**src/rtl/alu_arb_pkg.sv**
```systemverilog
// alu_arb_pkg: shared types and constants for the ALU request arbiter.
// Contents: default datapath width, ALU opcode values, FSM state encoding,
//           and the opcode legality helper used when ALU_ARB_OPCODE_CHECK_EN is defined.
package alu_arb_pkg;

  localparam int DEF_WIDTH = 32;

  localparam logic [4:0] OP_ADD = 5'd0;
  localparam logic [4:0] OP_SUB = 5'd1;
  localparam logic [4:0] OP_AND = 5'd2;
  localparam logic [4:0] OP_OR  = 5'd3;
  localparam logic [4:0] OP_SLL = 5'd4;
  localparam logic [4:0] OP_SRA = 5'd5;

  typedef enum logic [1:0] {
    IDLE = 2'd0,
    EXEC = 2'd1,
    RESP = 2'd2
  } state_t;

  // Legal opcodes are the contiguous range OP_ADD..OP_SRA.
  function automatic logic op_is_legal(input logic [4:0] op);
    return (op <= OP_SRA);
  endfunction

endpackage

```
**src/rtl/rr_arb2.sv**
```systemverilog
// rr_arb2: two-way round-robin grant, purely combinational.
// Ports: i_req_valid (per-requester valid), i_ptr (requester favoured on a tie),
//        o_grant (one-hot grant, 2'b00 when nobody requests).
module rr_arb2 (
  input  logic [1:0] i_req_valid,
  input  logic       i_ptr,
  output logic [1:0] o_grant
);

  always_comb begin
    o_grant = 2'b00;
    case (i_req_valid)
      2'b01:   o_grant = 2'b01;
      2'b10:   o_grant = 2'b10;
      2'b11:   o_grant = i_ptr ? 2'b10 : 2'b01;
      default: o_grant = 2'b00;
    endcase
  end

endmodule

```
**src/rtl/alu_req_arbiter.sv**
```systemverilog
// alu_req_arbiter: shares one ALU between two requesters, one operation at a time,
//   round-robin grant, fixed ALU_LATENCY wait, result returned over a valid/ready channel.
// Ports: i_clock/i_reset (async, active-high); i_req_* / o_req_ready requester side;
//   o_rsp_* / i_rsp_ready response side; o_alu_* / i_alu_* ALU side.
// Optional: define ALU_ARB_OPCODE_CHECK_EN to reject opcodes above SRA with o_rsp_err.
module alu_req_arbiter
  import alu_arb_pkg::*;
#(
  parameter int WIDTH       = DEF_WIDTH,
  parameter int ALU_LATENCY = 0
) (
  input  logic               i_clock,
  input  logic               i_reset,
  input  logic [1:0]         i_req_valid,
  output logic [1:0]         o_req_ready,
  input  logic [9:0]         i_req_opcode,
  input  logic [9:0]         i_req_shamt,
  input  logic [2*WIDTH-1:0] i_req_a,
  input  logic [2*WIDTH-1:0] i_req_b,
  output logic               o_rsp_valid,
  input  logic               i_rsp_ready,
  output logic               o_rsp_id,
  output logic [WIDTH-1:0]   o_rsp_result,
  output logic               o_rsp_ne,
  output logic               o_rsp_lt,
  output logic               o_rsp_ovf,
  output logic               o_rsp_err,
  output logic [4:0]         o_alu_opcode,
  output logic [4:0]         o_alu_shamt,
  output logic [WIDTH-1:0]   o_alu_a,
  output logic [WIDTH-1:0]   o_alu_b,
  input  logic [WIDTH-1:0]   i_alu_result,
  input  logic               i_alu_ne,
  input  logic               i_alu_lt,
  input  logic               i_alu_ovf
);

  localparam int CW = (ALU_LATENCY > 0) ? $clog2(ALU_LATENCY + 1) : 1;
  localparam logic [CW-1:0] LAT_INIT = CW'(ALU_LATENCY);

  state_t           r_state;
  state_t           w_next;
  logic             r_ptr;
  logic             r_id;
  logic [CW-1:0]    r_cnt;
  logic [4:0]       r_alu_opcode;
  logic [4:0]       r_alu_shamt;
  logic [WIDTH-1:0] r_alu_a;
  logic [WIDTH-1:0] r_alu_b;
  logic [WIDTH-1:0] r_rsp_result;
  logic             r_rsp_ne;
  logic             r_rsp_lt;
  logic             r_rsp_ovf;

  logic [1:0]       w_grant;
  logic             w_gid;
  logic             w_xfer;
  logic             w_legal;
  logic [4:0]       w_sel_op;
  logic [4:0]       w_sel_sh;
  logic [WIDTH-1:0] w_sel_a;
  logic [WIDTH-1:0] w_sel_b;

  rr_arb2 u_rr_arb2 (
    .i_req_valid (i_req_valid),
    .i_ptr       (r_ptr),
    .o_grant     (w_grant)
  );

  assign w_gid    = w_grant[1];
  assign w_xfer   = (r_state == IDLE) && (w_grant != 2'b00);
  assign w_sel_op = w_gid ? i_req_opcode[9:5] : i_req_opcode[4:0];
  assign w_sel_sh = w_gid ? i_req_shamt[9:5]  : i_req_shamt[4:0];
  assign w_sel_a  = w_gid ? i_req_a[2*WIDTH-1:WIDTH] : i_req_a[WIDTH-1:0];
  assign w_sel_b  = w_gid ? i_req_b[2*WIDTH-1:WIDTH] : i_req_b[WIDTH-1:0];

`ifdef ALU_ARB_OPCODE_CHECK_EN
  logic r_rsp_err;
  assign w_legal   = op_is_legal(w_sel_op);
  assign o_rsp_err = r_rsp_err;

  always_ff @(posedge i_clock or posedge i_reset) begin
    if (i_reset) begin
      r_rsp_err <= 1'b0;
    end else if (w_xfer) begin
      r_rsp_err <= ~w_legal;
    end
  end
`else
  assign w_legal   = 1'b1;
  assign o_rsp_err = 1'b0;
`endif

  // State register
  always_ff @(posedge i_clock or posedge i_reset) begin
    if (i_reset) r_state <= IDLE;
    else         r_state <= w_next;
  end

  // Next-state logic; an illegal opcode bypasses EXEC so the ALU never sees it
  always_comb begin
    w_next = r_state;
    case (r_state)
      IDLE:    if (w_xfer) w_next = w_legal ? EXEC : RESP;
      EXEC:    if (r_cnt == '0) w_next = RESP;
      RESP:    if (i_rsp_ready) w_next = IDLE;
      default: w_next = IDLE;
    endcase
  end

  // Outputs; ready is masked during reset so nothing looks accepted
  always_comb begin
    o_req_ready = 2'b00;
    o_rsp_valid = 1'b0;
    case (r_state)
      IDLE:    o_req_ready = i_reset ? 2'b00 : w_grant;
      RESP:    o_rsp_valid = 1'b1;
      default: ;
    endcase
  end

  // Datapath: operand latch (held outside EXEC), latency counter, response capture
  always_ff @(posedge i_clock or posedge i_reset) begin
    if (i_reset) begin
      r_ptr        <= 1'b0;
      r_id         <= 1'b0;
      r_cnt        <= '0;
      r_alu_opcode <= '0;
      r_alu_shamt  <= '0;
      r_alu_a      <= '0;
      r_alu_b      <= '0;
      r_rsp_result <= '0;
      r_rsp_ne     <= 1'b0;
      r_rsp_lt     <= 1'b0;
      r_rsp_ovf    <= 1'b0;
    end else begin
      if (w_xfer) begin
        r_id  <= w_gid;
        r_ptr <= ~w_gid;
        if (w_legal) begin
          r_alu_opcode <= w_sel_op;
          r_alu_shamt  <= w_sel_sh;
          r_alu_a      <= w_sel_a;
          r_alu_b      <= w_sel_b;
          r_cnt        <= LAT_INIT;
        end else begin
          r_rsp_result <= '0;
          r_rsp_ne     <= 1'b0;
          r_rsp_lt     <= 1'b0;
          r_rsp_ovf    <= 1'b0;
        end
      end
      if (r_state == EXEC) begin
        if (r_cnt == '0) begin
          r_rsp_result <= i_alu_result;
          r_rsp_ne     <= i_alu_ne;
          r_rsp_lt     <= i_alu_lt;
          r_rsp_ovf    <= i_alu_ovf;
        end else begin
          r_cnt <= r_cnt - 1'b1;
        end
      end
    end
  end

  assign o_rsp_id     = r_id;
  assign o_rsp_result = r_rsp_result;
  assign o_rsp_ne     = r_rsp_ne;
  assign o_rsp_lt     = r_rsp_lt;
  assign o_rsp_ovf    = r_rsp_ovf;
  assign o_alu_opcode = r_alu_opcode;
  assign o_alu_shamt  = r_alu_shamt;
  assign o_alu_a      = r_alu_a;
  assign o_alu_b      = r_alu_b;

endmodule

```
**config.mk**
```make
export PLATFORM = sky130hd
export DESIGN_NAME = alu_req_arbiter
export DESIGN_NICKNAME = d
export VERILOG_FILES = /design/src/rtl/alu_arb_pkg.sv /design/src/rtl/rr_arb2.sv /design/src/rtl/alu_req_arbiter.sv
export SDC_FILE = /design/constraint.sdc
export NUM_CORES = 1
export LEC_CHECK = 0
export ABC_AREA = 1
export CAP_MARGIN = 20
export CORE_AREA = 2 2 118 120
export DETAILED_ROUTE_END_ITERATION = 12
export DIE_AREA = 0 0 120 122
export DONT_BUFFER_PORTS = 1
export PLACE_DENSITY_LB_ADDON = 0.15
export SYNTH_ARGS = -nofsm -noshare
export SYNTH_HDL_FRONTEND = slang
export SYNTH_SLANG_ARGS = --single-unit
```
**constraint.sdc**
```tcl
create_clock -name i_clock -period 10.1 [get_ports i_clock]
set_input_delay 1.01 -clock i_clock [delete_from_list [all_inputs] [get_ports i_clock]]
set_output_delay 1.01 -clock i_clock [all_outputs]
set_load 0.03 [all_outputs]
```
==> After elaboration in Yosys (flattened, before gate mapping) <==
Cells that the tools add are included.
{ "totals": {"register_bits": 114, "in_bits": 188, "output_inout_bits": 114} }
{ "op_classes": {"n_reduce_logical": 5, "n_eq_ne": 8, "bitwise": 2, "muxes": 16, "addsub": 1} }
{ "op_table": {"columns": ["operator", "count"], "rows": [
  ["32-bit two-way mux", 2],
  ["2-bit two-way mux", 6],
  ["2-bit case mux with 3 select lines", 2],
  ["5-bit two-way mux", 2],
  ["2-bit equality test, second input constant", 3],
  ["2-bit != test, second input constant", 3],
  ["2-bit by 1-bit equality test with 1-bit output, second input constant", 2],
  ["1-bit two-way mux", 4],
  ["3-bit AND reduction", 1],
  ["2-bit logical NOT", 1],
  ["1-bit inverter", 2],
  ["2-bit AND reduction", 1],
  ["2-bit nonzero test", 1],
  ["1-bit logical AND", 1],
  ["1-bit subtractor, second input constant", 1]
]} }

==> Depth between registers and ports, before layout <==
{ "logic_depth": {"depth_word": 7, "mapped_depth": 7} }

==> Modules after synthesis <==
From an unflattened synthesis, not the netlist that was laid out.
{ "hier_totals": {"hier_cells": 738, "area_unflattened_um2": 5286.3} }
{ "modules_own_cells": {"columns": ["mod", "seq_area_each_um2", "area_per_inst_um2", "instances", "cells_per_inst"], "rows": [
  ["alu_req_arbiter", 2852.7, 5266.3, 1, 733],
  ["rr_arb2", 0.0, 20.0, 1, 5]
]} }

==> Worst setup path before layout <==
No wires, ideal clock.
{ "synth_timing": {"kind": "input -> output", "from": "input port i_req_valid[1]", "to": "output port o_req_ready[1]", "cell_stages": 4, "path_buffers": 2, "slack_ps": 7131, "t_arrival_ps": 1959, "path_cell_list": "buf_2 > clkbuf_1 > nand3_1 > nor2_1"} }
{ "synth_via": {"elab_chain_len": 4} }
{ "synth_rtl": {"columns": ["element", "line", "source"], "rows": [
  ["from (decl)", "alu_req_arbiter.sv:14", "input logic [1:0] i_req_valid,"],
  ["2-bit equality test / 2-bit by 1-bit equality test with 1-bit output (equally long branches)", "rr_arb2.sv:12", "case (i_req_valid)"],
  ["2-bit case mux with 3 select lines *", "rr_arb2.sv:12", null],
  ["2-bit two-way mux *", "alu_req_arbiter.sv:116", "IDLE: o_req_ready = i_reset ? 2'b00 : w_grant;"],
  ["2-bit two-way mux *", "alu_req_arbiter.sv:115", "case (r_state)"],
  ["to (decl)", "alu_req_arbiter.sv:15", "output logic [1:0] o_req_ready,"]
]} }
Every way passes the cells marked *; elsewhere a longest branch is shown, timed or not.

==> Final worst setup path <==
{ "layout_timing": {"from": "input port i_req_valid[0]", "to": "output port o_req_ready[1]"} }
The elaborated chain is that of the path after synthesis.

==> impl_results.md <==
- Status: finished clean
- Grt total ovfl: 0
- Internal Power: 0.00132 W
- Commonest non-fill, non-tap cell in the layout: nand3_1
- GPL Wtd Cong: 0.787
- Area of the multi-input gates: 2050 sq um
- Dpl hpwl: 10200 microns
- Worst slew pin tran: 0.906 ns
- Nets: 758
- # fillers: 1343
- Fin crit share: 0.338
- Final Instance Count excl. Fillers: 763
- Core Area: 13500 sq um
- Die H: 122 microns
- CTS tree: done
- Antenna Nets Post-Route: 0
- Yosys warns: 0
- Post-synthesis sequential area ratio: 0.548
- DR vias/cell: 5.88
- I/O pin total: 302
- Clock Tree Buf Depth: 2
- Ant. Diodes: 0
- Synth Area in XOR/XNOR: 0
- Num rows: 43
- Input/output buffers: 0
- Layout area overhead: 13.2%
- Largest vdd supply drop: 0.226 mV
- Syn nets: 790
- Setup Fix Bufs, Post-CTS: 0
- Worst Path Arrival: 2.40 ns
- Slew headroom: 0.396
- Pin count of the biggest net entering global routing: 79
- Final Critical Period: 3.41 ns
- First-pass GRT wire length: 25000 microns
- Clock Skew: 0.00557 ns
- Highest-count cells in the layout ignoring fill and taps: nand3_1, nand2_1, dfrtp_1
- Comb power frac: 0.245
- Max Cap Viol: 0
- Crit. End Element: output port
- Critical path required time: 9.09 ns
- Total CTS buffers: 17
- PostCTS Resize Cnt: 0
- Share of cells above drive strength 1: 0.0858
- Mapped Avg Cell Area: 8.65 sq um
- Cell variety after synth: 18
- Register bit total from synthesis: 114
- Placed cell count: 729
- Power Density: 440 nW/um^2
- Critical path class: primary input to output port
- DR pass1 iterations: 4
- Setup TNS: 0 ns
- Post-Route WL: 16100 microns
- Mux share of post-synthesis cell area: 0
- Flop pwr share: 0.500
- Final Hold Viols: 0
- CTS Hold Bufs: 0
- Root Driver: clkbuf_16
- Post-Synth Simple-Gate Area: 0.385
- CP Launch Type: primary input
- Compound-Gate Fraction of Synth Area: 0.00409
- Clock Latency Late Sink: 0.42 ns
- Gr usage total: 0.221
- Setup violators final: 0
- Synth Instances: 602
- Wire length per cell: 21.1 microns
- Post-Syn Area: 5210 sq um
- Width of the die: 120 microns
- DR DRC count: 0
- Routed via count: 4490
- Initial Util: 0.386
- Pleak: 2.74 nW
- Final slew viol count: 0
- Post-Synth Adder-Cell Area: 0
- Clock sink total: 114
- NetSw: 0.00127 W
- RSZ-0062 raised after global routing: no
- Peak Freq: 293 MHz
- Die ar.: 14600 sq um
- Largest family of logic cells by synthesized area: simple AND/OR/NAND/NOR gates
- HP Class: primary input to asynchronous set/reset pin
- Worst-path maximum fanout: 76
- Switch share: 0.491
- Initial antenna violation count: 0
- Vias in the first global route: 4569
- CTS H-tree lvls: 4
- DR iter-0 viols: 438
- Register area: 2850 sq um
- Clk network pwr share: 0.255
- Clock transition at the registers of the reported paths: 0.05 ns
area by class of cell:
type,instances,area share
clock inverters,14,0.0357
flip-flops and latches,114,0.484
clock buffers,18,0.0745
multi-input cells,423,0.348
repair buffers,9,0.0161
inverters,5,0.00361
well taps,180,0.0382
state kept, by name (all words and copies together) (netlist names):
signal and cells:
o_alu_b 32, o_rsp_lt 1, o_alu_opcode 5, r_ptr 1, r_state 2, o_alu_a 32
r_cnt 1, o_rsp_ovf 1, o_rsp_ne 1, o_rsp_result 32, o_alu_shamt 5, o_rsp_id 1
logic make-up after synthesis:
group | count (synthesis)
AND/OR/NAND/NOR | 419
flip-flops | 114
buffers and inverters | 65
AO/OA/AOI/OAI | 3
other | 1
per-stage QoR:
stage / utilization / instance area, sq um / total power, W / hold WS (ns) / setup slack, ns
floorplan: - / 5210 / 0.00177 / 0.470 / 6.07
global placement: 0.385 / 5200 / 0.00192 / 0.478 / 6.74
detailed placement: 0.385 / 5200 / 0.00194 / 0.491 / 6.68
CTS: 0.433 / 5850 / 0.00261 / 0.494 / 6.67
global route: 0.436 / 5890 / 0.00276 / 0.503 / 6.56
finish: 0.436 / 5890 / 0.00259 / 0.479 / 6.69
synthesized netlist by cell type (all sizes together):
| library cell | number | area (sq um) |
|---|---|---|
| nand3 | 184 | 921 |
| nand2 | 153 | 574 |
| dfrtp | 114 | 2850 |
| nand4 | 74 | 463 |
| buf | 41 | 234 |
| clkbuf | 19 | 71.3 |
| nor2 | 7 | 36.3 |
| inv | 5 | 18.8 |
| o21ai | 2 | 13.8 |
| conb | 1 | 3.75 |
| nor3 | 1 | 10.0 |
| o31ai | 1 | 7.51 |
power by group through the flow:
stage                     logic, W  registers, W  clock network (W)
after CTS                 0.000639       0.00130           0.000676
after floorplan           0.000534       0.00124                  0
after global placement    0.000613       0.00130                  0
final                     0.000636       0.00130           0.000661
after detailed placement  0.000640       0.00130                  0
after global routing      0.000735       0.00132           0.000701
worst max-delay path: stages:
cell,delay [ns]
nand2_2,0.04
buf_4,0.62
nand3_1,0.22
nor2_1,0.51
metal layers:
layer	share of wire	vias up	wire length [microns]	global-route usage
met5	0	-	0	0
met4	0.024	0	384	0.0860
met3	0.095	33	1530	0.0890
met2	0.50	226	8110	0.360
met1	0.38	2191	6090	0.263
li1	-	2040	-	-
worst paths after layout:
| path | startpoint | slack, ns | cells past startpoint | endpoint |
|---|---|---|---|---|
| setup / recovery | i_req_valid[0] | 6.69 | 4 | o_req_ready[1] |
| hold / removal | i_reset | 0.48 | 1 | r_state[1] |
| setup reg to reg | r_state[1] | 7.85 | 6 | o_alu_b[16] |
| hold reg to reg | r_cnt | 0.51 | 2 | r_state[0] |
| max in group asynchronous | i_reset | 8.61 | 3 | o_rsp_result[20] |
| min in group i_clock | r_cnt | 0.51 | 2 | r_state[0] |
(Power assumes the default switching activity.)
